==> config.mk <==
export PLATFORM = sky130hd
export DESIGN_NAME = operand_fetch_flat
export DESIGN_NICKNAME = d
export VERILOG_FILES = /design/src/rtl/operand_fetch_if.sv /design/src/rtl/operand_fetch.sv /design/src/flat_wrapper.sv
export SDC_FILE = /design/constraint.sdc
export NUM_CORES = 1
export LEC_CHECK = 0
export CORE_MARGIN = 2
export CORE_UTILIZATION = 35
export DETAILED_ROUTE_END_ITERATION = 8
export GPL_TIMING_DRIVEN = 0
export SYNTH_ARGS = -nofsm -noshare
export SYNTH_HDL_FRONTEND = slang
export SYNTH_SLANG_ARGS = --single-unit
==> constraint.sdc <==
create_clock -name clk -period 1.6 [get_ports clk]
set_clock_uncertainty 0.1 [all_clocks]
set_input_delay 0.24 -clock clk [delete_from_list [all_inputs] [get_ports clk]]
set_output_delay 0.24 -clock clk [all_outputs]
set_load 0.03 [all_outputs]
==> src/rtl/operand_fetch_if.sv <==
// rtl/operand_fetch_if.sv - decode/writeback/ALU-side signal bundle for operand_fetch
interface operand_fetch_if #(
    parameter int AW = 3
);
    logic              in_valid;
    logic              in_ready;
    logic [AW-1:0]     rs_addr;
    logic [AW-1:0]     rt_addr;
    logic [AW-1:0]     rd_addr;
    logic signed [7:0] imm;
    logic              use_imm;
    logic              alu_ctrl_in;
    logic              wb_en;
    logic [AW-1:0]     wb_addr;
    logic signed [7:0] wb_data;
    logic              out_valid;
    logic              out_ready;
    logic signed [7:0] input1;
    logic signed [7:0] input2;
    logic              alu_ctrl;
    logic [AW-1:0]     rd_out;

    modport master (
        output in_valid, rs_addr, rt_addr, rd_addr, imm, use_imm, alu_ctrl_in,
        output wb_en, wb_addr, wb_data, out_ready,
        input  in_ready, out_valid, input1, input2, alu_ctrl, rd_out
    );

    modport slave (
        input  in_valid, rs_addr, rt_addr, rd_addr, imm, use_imm, alu_ctrl_in,
        input  wb_en, wb_addr, wb_data, out_ready,
        output in_ready, out_valid, input1, input2, alu_ctrl, rd_out
    );
endinterface

==> src/rtl/operand_fetch.sv <==
// rtl/operand_fetch.sv - register file + operand fetch stage feeding the ALU
// Optional same-cycle writeback forwarding: define OPFETCH_FWD_EN.
module operand_fetch #(
    parameter int NREG = 8,
    parameter int AW   = $clog2(NREG)
) (
    input  logic             clk,
    input  logic             n_reset,
    operand_fetch_if.slave   bus
);

    logic signed [7:0] regs [NREG];
    logic signed [7:0] rs_val;
    logic signed [7:0] rt_val;
    logic signed [7:0] op_b;
    logic              wb_hit;
    logic              accept;

    // Register 0 is never written, so it stays at its reset value of zero.
    assign wb_hit = bus.wb_en && (bus.wb_addr != '0);

    always_ff @(posedge clk or negedge n_reset) begin
        if (!n_reset) begin
            for (int i = 0; i < NREG; i++) begin
                regs[i] <= '0;
            end
        end else if (wb_hit) begin
            regs[bus.wb_addr] <= bus.wb_data;
        end
    end

    always_comb begin
        rs_val = (bus.rs_addr == '0) ? 8'sd0 : regs[bus.rs_addr];
        rt_val = (bus.rt_addr == '0) ? 8'sd0 : regs[bus.rt_addr];
`ifdef OPFETCH_FWD_EN
        if (wb_hit && (bus.wb_addr == bus.rs_addr)) begin
            rs_val = bus.wb_data;
        end
        if (wb_hit && (bus.wb_addr == bus.rt_addr)) begin
            rt_val = bus.wb_data;
        end
`endif
        op_b = bus.use_imm ? bus.imm : rt_val;
    end

    // Single-entry output buffer: a draining entry can be replaced on the same edge.
    assign bus.in_ready = !bus.out_valid || bus.out_ready;
    assign accept       = bus.in_valid && bus.in_ready;

    always_ff @(posedge clk or negedge n_reset) begin
        if (!n_reset) begin
            bus.out_valid <= 1'b0;
            bus.input1    <= '0;
            bus.input2    <= '0;
            bus.alu_ctrl  <= 1'b0;
            bus.rd_out    <= '0;
        end else if (accept) begin
            bus.out_valid <= 1'b1;
            bus.input1    <= rs_val;
            bus.input2    <= op_b;
            bus.alu_ctrl  <= bus.alu_ctrl_in;
            bus.rd_out    <= bus.rd_addr;
        end else if (bus.out_ready) begin
            bus.out_valid <= 1'b0;
        end
    end

endmodule

==> src/flat_wrapper.sv <==
// flat-port wrapper written by rule: the top's interface ports become plain ports
module operand_fetch_flat 
#(
    parameter int NREG = 8,
    parameter int AW   = $clog2(NREG)
)
  (clk, n_reset, bus_in_valid, bus_rs_addr, bus_rt_addr, bus_rd_addr, bus_imm, bus_use_imm, bus_alu_ctrl_in, bus_wb_en, bus_wb_addr, bus_wb_data, bus_out_ready, bus_in_ready, bus_out_valid, bus_input1, bus_input2, bus_alu_ctrl, bus_rd_out);
  operand_fetch_if #(.AW(AW)) bus_i ();
  input  logic clk;
  input  logic n_reset;
  input wire logic [$bits(bus_i.in_valid)-1:0] bus_in_valid;
  input wire logic [$bits(bus_i.rs_addr)-1:0] bus_rs_addr;
  input wire logic [$bits(bus_i.rt_addr)-1:0] bus_rt_addr;
  input wire logic [$bits(bus_i.rd_addr)-1:0] bus_rd_addr;
  input wire logic [$bits(bus_i.imm)-1:0] bus_imm;
  input wire logic [$bits(bus_i.use_imm)-1:0] bus_use_imm;
  input wire logic [$bits(bus_i.alu_ctrl_in)-1:0] bus_alu_ctrl_in;
  input wire logic [$bits(bus_i.wb_en)-1:0] bus_wb_en;
  input wire logic [$bits(bus_i.wb_addr)-1:0] bus_wb_addr;
  input wire logic [$bits(bus_i.wb_data)-1:0] bus_wb_data;
  input wire logic [$bits(bus_i.out_ready)-1:0] bus_out_ready;
  output wire logic [$bits(bus_i.in_ready)-1:0] bus_in_ready;
  output wire logic [$bits(bus_i.out_valid)-1:0] bus_out_valid;
  output wire logic [$bits(bus_i.input1)-1:0] bus_input1;
  output wire logic [$bits(bus_i.input2)-1:0] bus_input2;
  output wire logic [$bits(bus_i.alu_ctrl)-1:0] bus_alu_ctrl;
  output wire logic [$bits(bus_i.rd_out)-1:0] bus_rd_out;
  assign bus_i.in_valid = bus_in_valid;
  assign bus_i.rs_addr = bus_rs_addr;
  assign bus_i.rt_addr = bus_rt_addr;
  assign bus_i.rd_addr = bus_rd_addr;
  assign bus_i.imm = bus_imm;
  assign bus_i.use_imm = bus_use_imm;
  assign bus_i.alu_ctrl_in = bus_alu_ctrl_in;
  assign bus_i.wb_en = bus_wb_en;
  assign bus_i.wb_addr = bus_wb_addr;
  assign bus_i.wb_data = bus_wb_data;
  assign bus_i.out_ready = bus_out_ready;
  assign bus_in_ready = bus_i.in_ready;
  assign bus_out_valid = bus_i.out_valid;
  assign bus_input1 = bus_i.input1;
  assign bus_input2 = bus_i.input2;
  assign bus_alu_ctrl = bus_i.alu_ctrl;
  assign bus_rd_out = bus_i.rd_out;
  operand_fetch #(.NREG(NREG), .AW(AW)) u_core (.clk(clk), .n_reset(n_reset), .bus(bus_i));
endmodule
==> run_results.csv, run 1 <==
group,metric,value,unit
clock_network,cts-buffers-inserted,9,
timing,rsz0062_at_grt,"no",
timing,final-max-slew-violation-count,0,
routing,drt_first_pass_iters,4,
synthesis,postSynthRegisterBits,77,
power_and_ir_drop,proportion_of_power_drawn_by_the_clock_network,33.1,%
timing,worst-slew-pin-transition,0.724,ns
timing,final_tns_setup,0,ns
power_and_ir_drop,power.switching_fraction,29.7,%
final_layout,layout_commonest_cell,"sky130_fd_sc_hd__dfrtp_1",
synthesis,synth-edff-count,0,
global_route,first_global_vias,3007,
power_and_ir_drop,power.share.sequential,43.5,%
setup_path,cp_data_required_time,1.26,ns
die,fp.dieArea,12200,um^2
setup_path,critPathArrivalTime,1.21,ns
global_route,antenna_violations_before_repair,0,
min_path,min-delay-path-class,"primary input to async pin",
power_and_ir_drop,power.static_leakage,2.19,nW
place,io_buffers,50,
final_layout,n_antenna_cell,0,
final_layout,combined_area_of_the_multi_input_logic_cells,1950,um^2
routing,detailroute.via_count,2907,
synthesis,synth_async_sr_flop_share,100,%
synthesis,ys.warnings.count,0,
power_and_ir_drop,internal-power,4.27,mW
final_layout,fin_nets,422,
global_route,wire_length_of_the_first_global_routing_pass,16.8,mm
synthesis,synthDistinctLibCells,46,
die,initial_utilization,36.3,%
clock_network,clk-insertion-delay-late,0.33,ns
global_route,grt_start_max_net_pins,41,
timing,timing.final.crit_share,96.7,%
die,die_width,110,um
die,die_h,110,um
clock_network,tritoncts_clock_tree,"yes",
routing,ant_nets,0,
die,std_cell_rows,38,
die,io_pins,57,
clock_network,clkTransAtPathRegs,0.06,ns
timing,slew-limit-headroom,51.5,%
routing,drt-initial-drc-count,202,
synthesis,syn_area,3970,um^2
power_and_ir_drop,pwr_dens,1210,nW/um^2
setup_path,worst_path_max_delay_cell,"sky130_fd_sc_hd__dfrtp_2",
synthesis,synthesis.area_per_instance,12.4,um^2
routing,drc_errors,0,
place,dp.final_hpwl,7.30,mm
final_layout,number_of_inserted_filler_cells_in_the_final_layout,1016,
setup_path,worst_path_largest_cell_delay,0.40,ns
clock_network,cts_sinks,77,
power_and_ir_drop,power.ir.vdd_worst,0.477,mV
synthesis,synth_top_flop_cell,"sky130_fd_sc_hd__dfrtp_1",
job,maxCapViolCount,0,
timing,final-hold-violation-count,0,
power_and_ir_drop,p_comb_share,23.4,%
power_and_ir_drop,netSwitchingPower,1.80,mW
setup_path,crit_fanout,5,
setup_path,critPathCaptureType,"output port",
place,placed_cells_incl_taps,512,
synthesis,syn-num-nets,356,
final_layout,instances_no_fill,532,
timing,achievable-frequency,646,MHz
place,dpl-instance-area,4660,um^2
global_route,track_usage,17.7,%
place,weighted_congestion_reported_at_the_end_of_routability_driven_placement,0.863,
final_layout,post-route-cell-area,5020,um^2
final_layout,fraction_of_final_layout_cells_sized_beyond_drive_strength_1,29.8,%
timing,post-route-min-period,1.55,ns
setup_path,crit_chain,"nand2b_2, clkdlybuf4s15_1",
routing,drt-wirelength-per-cell,20.0,um
clock_network,cts_buffer_depth,2,
status,result_of_the_run,"finished, final reports clean",
final_layout,layout.area.seq,1930,um^2
final_layout,most-common-layout-cells,"sky130_fd_sc_hd__dfrtp_1 (76), sky130_fd_sc_hd__mux2_2 (64), sky130_fd_sc_hd__mux2i_1 (37), sky130_fd_sc_hd__dlygate4sd2_1 (26), sky130_fd_sc_hd__nand2_1 (24)",
synthesis,seq_area_frac_synth,48.6,%
setup_path,cp-start-kind,"flop",
setup_path,critPathKind,"flop to output port",
final_layout,area_growth,26.4,%
routing,via_per_inst,5.46,
synthesis,syn-instance-count,321,
clock_network,cts_max_level,3,
die,core,10900,um^2
global_route,gr-total-overflow,0,
routing,route.final.wire_length,10.6,mm
timing,final_setup_vio_count,0,
clock_network,clock-root-buffer,"sky130_fd_sc_hd__clkbuf_16",
## critical path: cells and delay by family (launching register included)
kind / cells / cell delay (ns)
buffers and inverters: 1 / 0.37
flip-flops: 1 / 0.40
AND/OR/NAND/NOR: 1 / 0.10
## per-stage QoR
step	power, mW	setup slack, ns	hold slack, ns	util (%)
2_1_floorplan	3.56	0.0491	-0.156	-
3_3_place_gp	4.08	-2.86	0.363	42.5
3_5_place_dp	4.13	-0.711	0.152	42.7
4_1_cts	6.09	0.0155	0.344	45.8
5_1_grt	6.33	0.000393	0.374	45.9
6_report	6.07	0.0527	0.325	45.9
## area by class of cell
cell class              count  share of cell area, %
repair buffers             55                   10.3
plain buffers              20                   3.09
multi-input cells         224                   38.8
clock buffers              10                   4.56
clock inverters             6                   1.27
well taps                 140                   3.49
flip-flops and latches     77                   38.4
## synthesized netlist by cell type, types with 2 or more instances
library cell	number	area share [%]
sky130_fd_sc_hd__dfrtp_1	77	49
sky130_fd_sc_hd__nor2_1	10	0.95
sky130_fd_sc_hd__and2b_1	4	0.76
sky130_fd_sc_hd__nor3_1	5	0.63
sky130_fd_sc_hd__clkbuf_1	2	0.19
sky130_fd_sc_hd__mux2_2	64	18
sky130_fd_sc_hd__a2111oi_1	2	0.50
sky130_fd_sc_hd__o22ai_1	7	1.1
sky130_fd_sc_hd__a211oi_1	4	0.76
sky130_fd_sc_hd__a221oi_1	6	1.3
sky130_fd_sc_hd__buf_4	2	0.38
sky130_fd_sc_hd__nor3b_1	6	1.1
sky130_fd_sc_hd__o22a_1	3	0.66
sky130_fd_sc_hd__nand2_1	25	2.4
sky130_fd_sc_hd__o21ai_0	4	0.50
sky130_fd_sc_hd__nand3_1	4	0.50
sky130_fd_sc_hd__o221ai_1	3	0.66
sky130_fd_sc_hd__nand2b_1	5	0.79
sky130_fd_sc_hd__buf_2	11	1.4
sky130_fd_sc_hd__mux2i_1	37	9.3
sky130_fd_sc_hd__nand4b_1	2	0.44
sky130_fd_sc_hd__nand3b_1	3	0.57
sky130_fd_sc_hd__and2_1	2	0.32
sky130_fd_sc_hd__nor4bb_1	2	0.50
sky130_fd_sc_hd__buf_6	3	0.85
sky130_fd_sc_hd__a221o_1	4	1.0
sky130_fd_sc_hd__a21oi_1	5	0.63
## cell families after synthesis
kind of cell / Yosys count / share of synthesized area (%)
flops: 77 / 48.6
mux: 103 / 28.4
simple gates: 76 / 10.8
buf+inv: 20 / 3.50
compound gates: 45 / 8.64
## path summary, 6_finish.rpt
check / startpoint / endpoint / slack (ns) / cells past startpoint
worst max-delay path: u_core.bus.out_valid / bus_in_ready / 0.05 / 2
worst min-delay path: n_reset / u_core.regs[1] / 0.33 / 2
worst max register to register: u_core.regs[21] / u_core.bus.input1[5] / 0.11 / 4
worst min register to register: u_core.bus.input1[6] / u_core.bus.input1[6] / 0.38 / 2
max in group asynchronous: n_reset / u_core.bus.input1[2] / 0.49 / 3
min in group clk: bus_rd_addr[2] / u_core.bus.rd_out[2] / 0.34 / 3
## routing by layer
metal | up-vias | share of wire [%] | track usage (%)
met2 | 103 | 45 | 28.2
met5 | - | 0 | 0
met3 | 15 | 5.4 | 2.85
li1 | 1349 | - | -
met1 | 1440 | 48 | 23.9
met4 | 0 | 1.6 | 7.33
## timing repair
| action | CTS | global route |
|---|---|---|
| hold buffers | 1 | 0 |
| buffers inserted | 3 | 0 |
| gates resized for setup | 42 | 3 |
| endpoints found under the hold margin | 37 | 0 |
| endpoints found under the setup margin | 34 | 4 |
| pin swaps | 1 | 0 |
## registers in the layout (all words and copies together) (netlist names)
signal / flops
u_core.bus.rd_out: 3
u_core.bus.out_valid: 1
u_core.regs: 56
u_core.bus.input1: 8
u_core.bus.alu_ctrl: 1
u_core.bus.input2: 8
## power by group through the flow
stage	Combinational, mW	Clock [mW]	Sequential, mW
final	1.42	2.01	2.64
after detailed placement	1.46	0	2.67
after global placement	1.43	0	2.65
after floorplan	0.785	0	2.77
after global routing	1.53	2.11	2.69
after CTS	1.43	2.03	2.63
(Power assumes the default switching activity.)
==> run 2, diff against run 1 <==
SETUP_SLACK_MARGIN = 0.4   (was not set)
==> run 2 against run 1 <==
Count of clock-buffer cells in the layout rose by 4. Non-clock buffer count rose by 44. Utilization rose by 8.2 points. Hold slack got worse by 0.091 ns. Final area rose by 18%. Die area did not move. Register-to-register slack improved by 0.09 ns. Critical path type is now flop to flop. Critical endpoint is now u_core.bus.input2[7]. Largest cell class unchanged. Highest routed layer unchanged.
==> run_results.csv, run 2 (synthesis gave the netlist of run 1 again) <==
group,metric,value,unit
die,std_cell_rows,38,
global_route,antenna_violations_before_repair,0,
final_layout,finish.utilization,54.1,%
routing,detailroute.via_count,3150,
min_path,min_path_cells,2,
clock_network,clkTransAtPathRegs,0.06,ns
clock_network,tritoncts_clock_tree,"yes",
global_route,wire_length_of_the_first_global_routing_pass,18.8,mm
routing,ant_nets,0,
final_layout,most-common-layout-cells,"sky130_fd_sc_hd__dfrtp_1 (76), sky130_fd_sc_hd__buf_4 (41), sky130_fd_sc_hd__mux2i_1 (37), sky130_fd_sc_hd__mux2_2 (36), sky130_fd_sc_hd__buf_6 (34)",
routing,drt_first_pass_iters,4,
die,fp.dieArea,12200,um^2
setup_path,reg2reg_from,"u_core.regs[31]",
routing,route.final.wire_length,11.8,mm
die,die_h,110,um
final_layout,layout_top_registers,"u_core.regs (56), u_core.bus.input1 (8), u_core.bus.input2 (8)",
clock_network,cts-buffers-inserted,9,
job,maxCapViolCount,0,
routing,drt-initial-drc-count,172,
final_layout,top_register,"u_core.regs",
timing,worst-slew-pin-transition,0.434,ns
min_path,min_from,"bus_in_valid",
routing,drt-wirelength-per-cell,20.5,um
timing,slew-limit-headroom,71.0,%
setup_path,critPathArrivalTime,1.53,ns
setup_path,timing.critical_path.from,"u_core.regs[31]",
timing,final-max-slew-violation-count,0,
place,weighted_congestion_reported_at_the_end_of_routability_driven_placement,0.828,
die,io_pins,57,
power_and_ir_drop,pwr_dens,1120,nW/um^2
final_layout,layout_commonest_cell,"sky130_fd_sc_hd__dfrtp_1",
setup_path,cp-start-kind,"flop",
global_route,track_usage,19.8,%
clock_network,clock-root-buffer,"sky130_fd_sc_hd__clkbuf_16",
clock_network,clk-insertion-delay-late,0.33,ns
setup_path,critPathCaptureType,"flop",
timing,final_setup_vio_count,0,
global_route,grt_start_max_net_pins,43,
clock_network,cts_buffer_depth,2,
final_layout,largest_register_ff_count,56,
routing,via_per_inst,5.48,
clock_network,cts_sinks,77,
timing,rsz0062_at_grt,"yes",
final_layout,n_antenna_cell,0,
timing,timing.final.crit_share,87.7,%
routing,drc_errors,0,
power_and_ir_drop,power.static_leakage,2.67,nW
final_layout,fraction_of_final_layout_cells_sized_beyond_drive_strength_1,49.4,%
timing,post-route-min-period,1.40,ns
setup_path,crit_fanout,3,
timing,final-hold-violation-count,0,
power_and_ir_drop,finalPower,6.63,mW
place,dp.final_hpwl,7.49,mm
final_layout,number_of_inserted_filler_cells_in_the_final_layout,958,
setup_path,r2r_cells,4,
global_route,gr-total-overflow,0,
die,die_width,110,um
status,result_of_the_run,"finished, final reports clean",
final_layout,area_growth,49.2,%
die,core,10900,um^2
final_layout,fin_nets,466,
global_route,first_global_vias,3281,
timing,achievable-frequency,712,MHz
place,io_buffers,50,
setup_path,cp_data_required_time,1.72,ns
power_and_ir_drop,power.ir.vdd_worst,0.527,mV
min_path,min-delay-path-class,"primary input to flop",
die,initial_utilization,36.3,%
setup_path,critPathKind,"flop to flop",
clock_network,cts_max_level,3,
-- run 2: worst max-delay path, cell delays in order (launching register included) --
cell and delay, ns:
sky130_fd_sc_hd__dfrtp_1 0.40, sky130_fd_sc_hd__mux2_2 0.26, sky130_fd_sc_hd__a221o_1 0.30, sky130_fd_sc_hd__a31oi_2 0.17, sky130_fd_sc_hd__nor3_2 0.06
-- run 2: path summary, 6_finish.rpt --
| kind | to | slack [ns] |
|---|---|---|
| min in group asynchronous | u_core.regs[22] | 0.26 |
| worst max register to register | u_core.bus.input2[7] | 0.20 |
| worst min-delay path | u_core.bus.out_valid | 0.23 |
| worst max-delay path | u_core.bus.input2[7] | 0.20 |
| worst min register to register | u_core.bus.rd_out[0] | 0.42 |
| max in group asynchronous | u_core.bus.out_valid | 0.59 |
-- run 2: power breakdown --
part	leakage (nW)	internal (mW)	switching [mW]
Clock	0.139	1.17	0.768
Combinational	1.61	1.16	0.862
Sequential	0.921	2.35	0.325
-- run 2: area by class of cell --
cell class                      count  area (um^2)  area share, %
Timing Repair Buffer               99          992           16.8
Clock buffer                       14          274           4.63
Tap cell                          140          175           2.96
Buffer                             20          260           4.40
Clock inverter                      1         5.00         0.0846
Multi-Input combinational cell    224         2280           38.6
Sequential cell                    77         1930           32.6
-- run 2: what timing repair did --
action,CTS,global route
resized for setup,205,31
pin swaps,17,14
endpoints found under the setup margin,74,91
hold buffers,1,0
buffers inserted,36,8
hold endpoints to repair,35,0
cloned,2,1
-- run 2: stage by stage --
stage	area, um^2	hold WS, ns	cells	setup slack, ns	setup TNS, ns
floorplan	4180	-0.156	321	0.157	0
global placement	4860	0.361	511	-2.85	-207.67
detailed placement	4880	0.136	512	-0.662	-10.71
CTS	5700	0.296	566	0.185	0
global route	5920	0.243	575	0.127	0
finish	5920	0.234	575	0.196	0
-- run 2: routing by layer --
layer / up-vias / GRT usage [%] / share of wire [%]
met1: 1594 / 26.5 / 46
met2: 115 / 31.0 / 47
met4: 0 / 8.42 / 1.9
li1: 1426 / - / -
met5: - / 0 / 0
met3: 15 / 4.17 / 5.7
==> run 3, diff against run 2 <==
HOLD_SLACK_MARGIN = 0.12   (was not set)
MAX_ROUTING_LAYER = met4   (was not set)
SETUP_SLACK_MARGIN = 0.1   (was 0.4)
==> run 3 against run 2 <==
Flip-flop and latch count unchanged. Die area unchanged. Cell count down 7.3%. Sequential power about the same. Utilization down 8.0 points. Clock power down 6%. Register-to-register slack worse by 0.06 ns. Non-clock buffer count down 42. Global-route usage down 1.6 points. Total power down 11%. Largest power group unchanged. Setup slack worse by 0.063 ns. Maximum frequency down 4.3%.
==> run_results.csv, run 3 (synthesis gave the netlist of run 1 again) <==
group,metric,value,unit
power_and_ir_drop,pwr_dens,1170,nW/um^2
timing,final_setup_vio_count,0,
setup_path,r2r_cells,5,
routing,drt-wirelength-per-cell,19.9,um
timing,final-max-slew-violation-count,0,
clock_network,clock-root-buffer,"sky130_fd_sc_hd__clkbuf_16",
final_layout,largest_register_ff_count,56,
die,core,10900,um^2
global_route,gr-total-overflow,0,
die,die_width,110,um
clock_network,clk-insertion-delay-late,0.34,ns
setup_path,critPathKind,"flop to flop",
global_route,antenna_violations_before_repair,0,
setup_path,cp_data_required_time,1.78,ns
setup_path,cp-start-kind,"flop",
routing,drt-initial-drc-count,227,
routing,drc_errors,0,
timing,slew-limit-headroom,52.4,%
power_and_ir_drop,power.ir.vdd_worst,0.483,mV
global_route,track_usage,18.1,%
setup_path,critPathArrivalTime,1.64,ns
timing,worst-slew-pin-transition,0.712,ns
final_layout,most-common-layout-cells,"sky130_fd_sc_hd__dfrtp_1 (76), sky130_fd_sc_hd__mux2_2 (64), sky130_fd_sc_hd__mux2i_1 (37), sky130_fd_sc_hd__dlygate4sd2_1 (25), sky130_fd_sc_hd__nand2_1 (24)",
routing,via_per_inst,5.41,
final_layout,combined_area_of_the_multi_input_logic_cells,1990,um^2
setup_path,worst_path_max_delay_cell,"sky130_fd_sc_hd__dfrtp_2",
clock_network,clkTransAtPathRegs,0.05,ns
final_layout,fraction_of_final_layout_cells_sized_beyond_drive_strength_1,31.8,%
final_layout,number_of_inserted_filler_cells_in_the_final_layout,1012,
final_layout,layout_commonest_cell,"sky130_fd_sc_hd__dfrtp_1",
clock_network,cts_sinks,77,
place,io_buffers,50,
final_layout,top_register,"u_core.regs",
power_and_ir_drop,power.static_leakage,2.21,nW
final_layout,layout_top_registers,"u_core.regs (56), u_core.bus.input1 (8), u_core.bus.input2 (8)",
final_layout,area_growth,27.1,%
clock_network,tritoncts_clock_tree,"yes",
setup_path,critPathBufInv,1,
global_route,first_global_vias,2963,
routing,drt_first_pass_iters,4,
routing,detailroute.via_count,2883,
place,dp.final_hpwl,7.28,mm
setup_path,crit_chain,"nand2b_4, nand3b_1, buf_4, or3_1, nand3_1",
timing,achievable-frequency,682,MHz
routing,route.final.wire_length,10.6,mm
final_layout,finish.utilization,46.1,%
global_route,grt_start_max_net_pins,44,
status,result_of_the_run,"finished, final reports clean",
setup_path,kind_of_cell_adding_the_most_delay_to_the_critical_path,"simple AND/OR/NAND/NOR gates",
final_layout,layout.area.seq,1930,um^2
timing,hold_slack,0.301,ns
clock_network,cts_max_level,3,
die,fp.dieArea,12200,um^2
final_layout,fin_nets,424,
clock_network,cts-buffers-inserted,9,
clock_network,cts_buffer_depth,2,
setup_path,worst_path_largest_cell_delay,0.42,ns
die,initial_utilization,36.3,%
timing,post-route-min-period,1.47,ns
power_and_ir_drop,finalPower,5.92,mW
routing,ant_nets,0,
die,io_pins,57,
setup_path,wp_depth,5,
job,maxCapViolCount,0,
die,die_h,110,um
final_layout,n_antenna_cell,0,
timing,rsz0062_at_grt,"yes",
setup_path,critPathCaptureType,"flop",
global_route,wire_length_of_the_first_global_routing_pass,16.7,mm
setup_path,crit_fanout,8,
timing,final-hold-violation-count,0,
min_path,min-delay-path-class,"primary input to async pin",
die,std_cell_rows,38,
place,weighted_congestion_reported_at_the_end_of_routability_driven_placement,0.850,
timing,timing.final.crit_share,91.7,%
[run 3: through the flow]
step / TNS (ns) / cells / setup WS, ns / area (um^2)
finish: 0 / 533 / 0.133 / 5040
global placement: -212.20 / 511 / -2.89 / 4650
global route: 0 / 533 / 0.0905 / 5040
CTS: 0 / 532 / 0.103 / 5000
detailed placement: -12.44 / 512 / -0.721 / 4670
floorplan: 0 / 321 / 0.109 / 3980
[run 3: metal layers]
metal	vias to the layer above	GRT usage (%)	routed length, um	part of all wire, %
met4	0	6.25	158	1.5
li1	1337	-	-	-
met5	-	-	0	0
met3	13	4.12	574	5.4
met2	79	27.2	4920	46
met1	1454	24.2	4950	47
[run 3: power breakdown]
part	switching (mW)	internal (mW)
registers	0.291	2.35
clock network	0.746	1.08
logic	0.725	0.722
[run 3: area by class of cell]
class                   count  share of cell area [%]
plain buffers              20                    3.08
clock buffers              13                    4.96
clock inverters             2                   0.199
multi-input cells         224                    39.5
flip-flops and latches     77                    38.2
well taps                 140                    3.47
repair buffers             57                    10.5
[run 3: worst paths after layout]
path | from | end | slack (ns)
hold / removal | n_reset | u_core.regs[14] | 0.30
setup reg to reg | u_core.bus.out_valid | u_core.bus.input2[6] | 0.13
min in group clk | bus_rd_addr[0] | u_core.bus.rd_out[0] | 0.33
max in group asynchronous | n_reset | u_core.bus.input1[3] | 0.51
hold reg to reg | u_core.bus.input1[7] | u_core.bus.input1[7] | 0.37
setup / recovery | u_core.bus.out_valid | u_core.bus.input2[6] | 0.13
[run 3: worst reg2reg max path: cells and delay by family (launching register included)]
kind | cells | cell delay [ns]
flip-flops | 1 | 0.42
buffers and inverters | 1 | 0.20
AND/OR/NAND/NOR | 4 | 0.69
[run 3: what timing repair did]
| action | 4_1_cts | 5_1_grt |
|---|---|---|
| pin swaps | 0 | 2 |
| endpoints found under the hold margin | 34 | 0 |
| setup buffers | 4 | 1 |
| hold buffers | 1 | 0 |
| gates resized for setup | 45 | 14 |
| endpoints found under the setup margin | 37 | 12 |
==> patch 1, RTL diff (flow settings as in run 2) <==
`NREG` is set to 8 in 2 places; all go to 16.
--- a/src/rtl/operand_fetch.sv
+++ b/src/rtl/operand_fetch.sv
@@ -3,3 +3,3 @@
 module operand_fetch #(
-    parameter int NREG = 8,
+    parameter int NREG = 16,
     parameter int AW   = $clog2(NREG)
--- a/src/flat_wrapper.sv
+++ b/src/flat_wrapper.sv
@@ -3,3 +3,3 @@
 #(
-    parameter int NREG = 8,
+    parameter int NREG = 16,
     parameter int AW   = $clog2(NREG)
Ports: changed (5 resized); port bits go from 57 to 62. No check against the original RTL was run, so the function may have changed too.
==> patch 1 against run 2 <==
Via count increased by 78%. Sequential cell count increased by 73. Die area increased by 96%. First-iteration DRC count increased by 81%. Synthesized area increased by 100%. Wire length increased by 100%. The flow now finishes with violations (hold timing, setup timing). Cell area increased by 82%. Critical path depth unchanged. Critical endpoint is now u_core.bus.input2[0]$_DFFE_PN0P_. Worst setup slack got worse by 0.21 ns. Hold slack got worse by 0.51 ns. Global-route usage increased by 0.72 points. Highest routed layer unchanged. Largest cell class unchanged. Power increased by 97%.
==> patch 1: results (changes against run 2) <==
Run status
  – Failing checks: hold timing, setup timing
  – Outcome: complete, but fails checks (was finished clean)

Placement
  – PortBufs: 59 (was 50)
  – Area of placed instances: 9107 sq um (was 4876 sq um)
  – GPL Wtd Cong: 0.8573 (was 0.8279)
  – HPWL after detailed placement: 15,920 um (was 7495 um)

STA
  – Final setup fails: 1 (was 0)
  – TNS Setup: -0.009786 ns (was 0 ns)
  – Hold_ws: -0.2783 ns (was 0.2340 ns)
  – Setup ws final: -0.009786 ns (was 0.1963 ns)
  – Final Hold Vio Count: 68 (was 0)

Yosys
  – Compound-cell area share of the yosys netlist: 6.277% (was 8.641%)
  – Top post-synthesis cells by area: dfrtp_1 (47%), mux2_2 (15%), mux2i_1 (10%) (was dfrtp_1 (49%), mux2_2 (18%), mux2i_1 (9.3%))
  – Synth top cells by count: dfrtp_1 (150), mux2_2 (104), mux2i_1 (80) (was dfrtp_1 (77), mux2_2 (64), mux2i_1 (37))
  – Mux cell area share after synthesis: 37.25% (was 28.45%)
  – Count of different cell masters after synthesis: 31 (was 46)
  – Post-Syn Nets: 626 (was 356)
  – Avg Cell Area, Syn: 13.52 sq um (was 12.36 sq um)
  – Top_reg_cell synth: dfrtp_1 (unchanged)

Final layout
  – Largest registers: u_core.regs x128, u_core.bus.input1 x8, u_core.bus.input2 x8 (was u_core.regs x56, u_core.bus.input1 x8, u_core.bus.input2 x8)
  – Non-Filler Instances: 1,016 (was 575)
  – Fraction of layout cells with a size suffix above 1: 52.12% (was 49.43%)
  – Fillers: 1,927 (was 958)

Global routing
  – Global-route wire length before repair: 36,340 um (was 18,800 um)
  – Met2 Track Usage GR: 34.12% (was 30.96%)
  – Met3 usage: 3.923% (was 4.171%)
  – GR Util met1: 27.31% (was 26.53%)
  – Largest net degree at the start of global routing: 83 (was 43)
  – Tot GR Track Use: 20.47% (was 19.76%)
  – Initial antenna violation count: 1 (was 0)
  – Vias in the first global route: 5,955 (was 3,281)

Setup path
  – Worst EP arrival: 1.82 ns (was 1.53 ns)
  – Peak fanout along the critical path: 2 (was 3)
  – Reg2reg end: u_core.bus.input2[0]$_DFFE_PN0P_ (was u_core.bus.input2[7]$_DFFE_PN0P_)

Routing
  – Initial DRC Count: 311 (was 172)
  – Total length of routed met3 wires: 947 um (was 669 um)
  – Routed vias/inst: 5.508 (was 5.478)
  – Routed wire per std cell: 23.23 um (was 20.46 um)

Pwr
  – Static Leakage: 4.670 nW (was 2.671 nW)
  – Psw: 3.780 mW (was 1.955 mW)

Hold path
  – Worst hold path type: input pin to asynchronous set/reset pin (was input pin to flop)

Clock network
  – Skew-Pair Late Insertion Delay: 0.44 ns (was 0.33 ns)
==> patch 1: final cells by class <==
cell class | count | share of cell area, %
buffer | 54 | 5.015
clock buffer | 20 | 4.154
clock inverter | 12 | 1.652
multi-input combinational | 383 | 40.09
sequential | 150 | 34.92
tap | 285 | 3.316
timing repair buffer | 112 | 10.86
==> patch 1: power groups by stage <==
stage	registers, mW	logic [mW]	clock network, mW
4_1_cts	5.20	3.33	4.33
3_3_place_gp	5.20	2.81	0
3_5_place_dp	5.27	2.89	0
2_1_floorplan	5.27	1.83	0
5_1_grt	5.32	3.77	4.52
6_report	5.22	3.54	4.29
==> patch 1: critical path, cell delays in order, from the launching register on <==
cell and delay [ns]:
dfrtp_1 0.39, mux4_2 0.50, mux2i_4 0.24, or3_4 0.17, o221ai_2 0.07
==> patch 1: repair_timing <==
action                                  in CTS  in global routing
cloned                                       0                  0
hold endpoints to repair                    68                 68
pin swaps                                   24                 10
endpoints found under the setup margin     165                 78
resized for setup                          263                 58
buffers inserted                            42                 10
==> patch 2, RTL diff (flow settings as in run 2) <==
Made on the original files. Reset style: synchronous (`n_reset`), changed in 2 clocked blocks.
--- a/src/rtl/operand_fetch.sv
+++ b/src/rtl/operand_fetch.sv
@@ -21,3 +21,3 @@
 
-    always_ff @(posedge clk or negedge n_reset) begin
+    always_ff @(posedge clk) begin
         if (!n_reset) begin
@@ -49,3 +49,3 @@
 
-    always_ff @(posedge clk or negedge n_reset) begin
+    always_ff @(posedge clk) begin
         if (!n_reset) begin
Function: differs if n_reset is asserted again (counterexample within 4 cycles, from zero or initial values and one cycle with n_reset low); with n_reset held inactive, the same outputs for 4 cycles.
==> patch 2 against run 2 <==
Global-route usage decreased by 1.2 points. Synthesized cell count decreased by 2.5%. Sequential cell count unchanged. Sequential share of layout area increased by 5.6 points. Critical path type unchanged. First-iteration DRC count decreased by 5.8%. Critical endpoint is now u_core.bus.input2[7]$_SDFFE_PN0P_. Worst setup slack got worse by 0.16 ns. Cell area decreased by 5.8%. Count of clock-buffer cells in the layout decreased by 5. Synthesized area decreased by 3.3%. Wire length decreased by 9.4%.
Power is not compared: it rests on default switching activity, and its combinational part moved more than twofold at a synthesized area within 25%.
==> patch 2: results (changes against run 2) <==
Run status
  – Outcome: finished clean (unchanged)

Clock network
  – Clock Root Buffer: clkbuf_8 (was clkbuf_16)
  – Clk buf depth: 2 (unchanged)
  – Reg clk slew, reported paths: 0.08 ns (was 0.06 ns)
  – Skew-Pair Late Insertion Delay: 0.35 ns (was 0.33 ns)

Global routing
  – Global-route wire length before repair: 16,120 um (was 18,800 um)
  – Vias in the first global route: 2,869 (was 3,281)
  – Largest net degree at the start of global routing: 16 (was 43)
  – Tot GR Track Use: 18.53% (was 19.76%)

Yosys
  – Synth top cells by count: and2_1 (57), edfxtp_1 (56), dfxtp_1 (21) (was dfrtp_1 (77), mux2_2 (64), mux2i_1 (37))
  – Synth async-reset ratio: 0% (was 100.0%)
  – Count of different cell masters after synthesis: 35 (was 46)
  – Sequential element share of the synthesized area: 54.81% (was 48.57%)
  – Top_reg_cell synth: edfxtp_1 (was dfrtp_1)
  – Post-Syn Nets: 348 (was 356)
  – Top post-synthesis cells by area: edfxtp_1 (44%), dfxtp_1 (11%), and2_1 (9.3%) (was dfrtp_1 (49%), mux2_2 (18%), mux2i_1 (9.3%))
  – Avg Cell Area, Syn: 12.25 sq um (was 12.36 sq um)
  – EDFF count, synth: 56 (was 0)

Final layout
  – Fillers: 917 (was 958)
  – Area Overhead vs Synth: 45.38% (was 49.16%)
  – Nets: 443 (was 466)
  – Fraction of layout cells with a size suffix above 1: 46.25% (was 49.43%)

Placement
  – GPL Wtd Cong: 0.9127 (was 0.8279)
  – Area of placed instances: 4731 sq um (was 4876 sq um)
  – Placed cell count: 506 (was 512)
  – PortBufs: 53 (was 50)
  – Dpl ws: -0.7057 ns (was -0.6625 ns)

STA
  – Setup ws final: 0.03883 ns (was 0.1963 ns)
  – Slew margin rel.: 68.84% (was 71.03%)
  – Final setup fails: 0 (unchanged)

Routing
  – Routed wire per std cell: 19.26 um (was 20.46 um)
  – Via count: 2,885 (was 3,150)
  – Overall routed net length: 10,650 um (was 11,760 um)
  – Initial DRC Count: 162 (was 172)

Setup path
  – Worst EP arrival: 1.70 ns (was 1.53 ns)
  – Peak fanout along the critical path: 2 (was 3)
==> patch 2: kinds of logic after synthesis <==
group / share of synthesized area (%)
AOI/OAI and AO/OA: 10.77
buffers and inverters: 3.262
and+or+nand+nor: 17.39
muxes: 13.77
DFF: 54.81
==> patch 2: path summary, 6_finish.rpt <==
check,start,end,slack (ns)
min,n_reset,u_core.bus.input1[7]$_SDFFE_PN0P_,0.22
max,u_core.regs[6][7]$_SDFFCE_PN0P_,u_core.bus.input2[7]$_SDFFE_PN0P_,0.04
min reg2reg,u_core.bus.input2[5]$_SDFFE_PN0P_,u_core.bus.input2[5]$_SDFFE_PN0P_,0.37
max reg2reg,u_core.regs[6][7]$_SDFFCE_PN0P_,u_core.bus.input2[7]$_SDFFE_PN0P_,0.04
==> patch 2: cell type report <==
type                            count  area share (%)
Tap cell                          140           3.142
Multi-Input combinational cell    215           36.92
Clock inverter                      7           1.010
Sequential cell                    77           38.20
Inverter                            4          0.2917
Timing Repair Buffer               84           14.23
Clock buffer                        9           2.222
Buffer                             17           3.995
==> patch 2: power by group through the flow <==
stage	logic, mW	clock network (mW)	registers (mW)
after floorplan	0.387	0	2.44
after global placement	0.749	0	2.39
after detailed placement	0.750	0	2.40
after CTS	0.871	1.39	2.36
after global routing	1.02	1.49	2.38
final	0.958	1.38	2.37
==> patch 2: critical path: stages, from the launching register on <==
cell      delay [ns]
edfxtp_1        0.43
mux4_2          0.49
a22oi_2         0.17
o311a_1         0.20
o31ai_1         0.07
==> patch 2: what timing repair did <==
action	in CTS	in global routing
hold buffers	0	0
cloned	1	0
resized for setup	221	56
endpoints found under the setup margin	154	121
setup buffers	18	12
pin swaps	19	17
==> patch 2: metal layers <==
metal  wire [um]  GRT usage [%]
met5           0              0
met2        4727          27.86
met3         651          3.885
met1        4781          25.41
met4         493          9.249
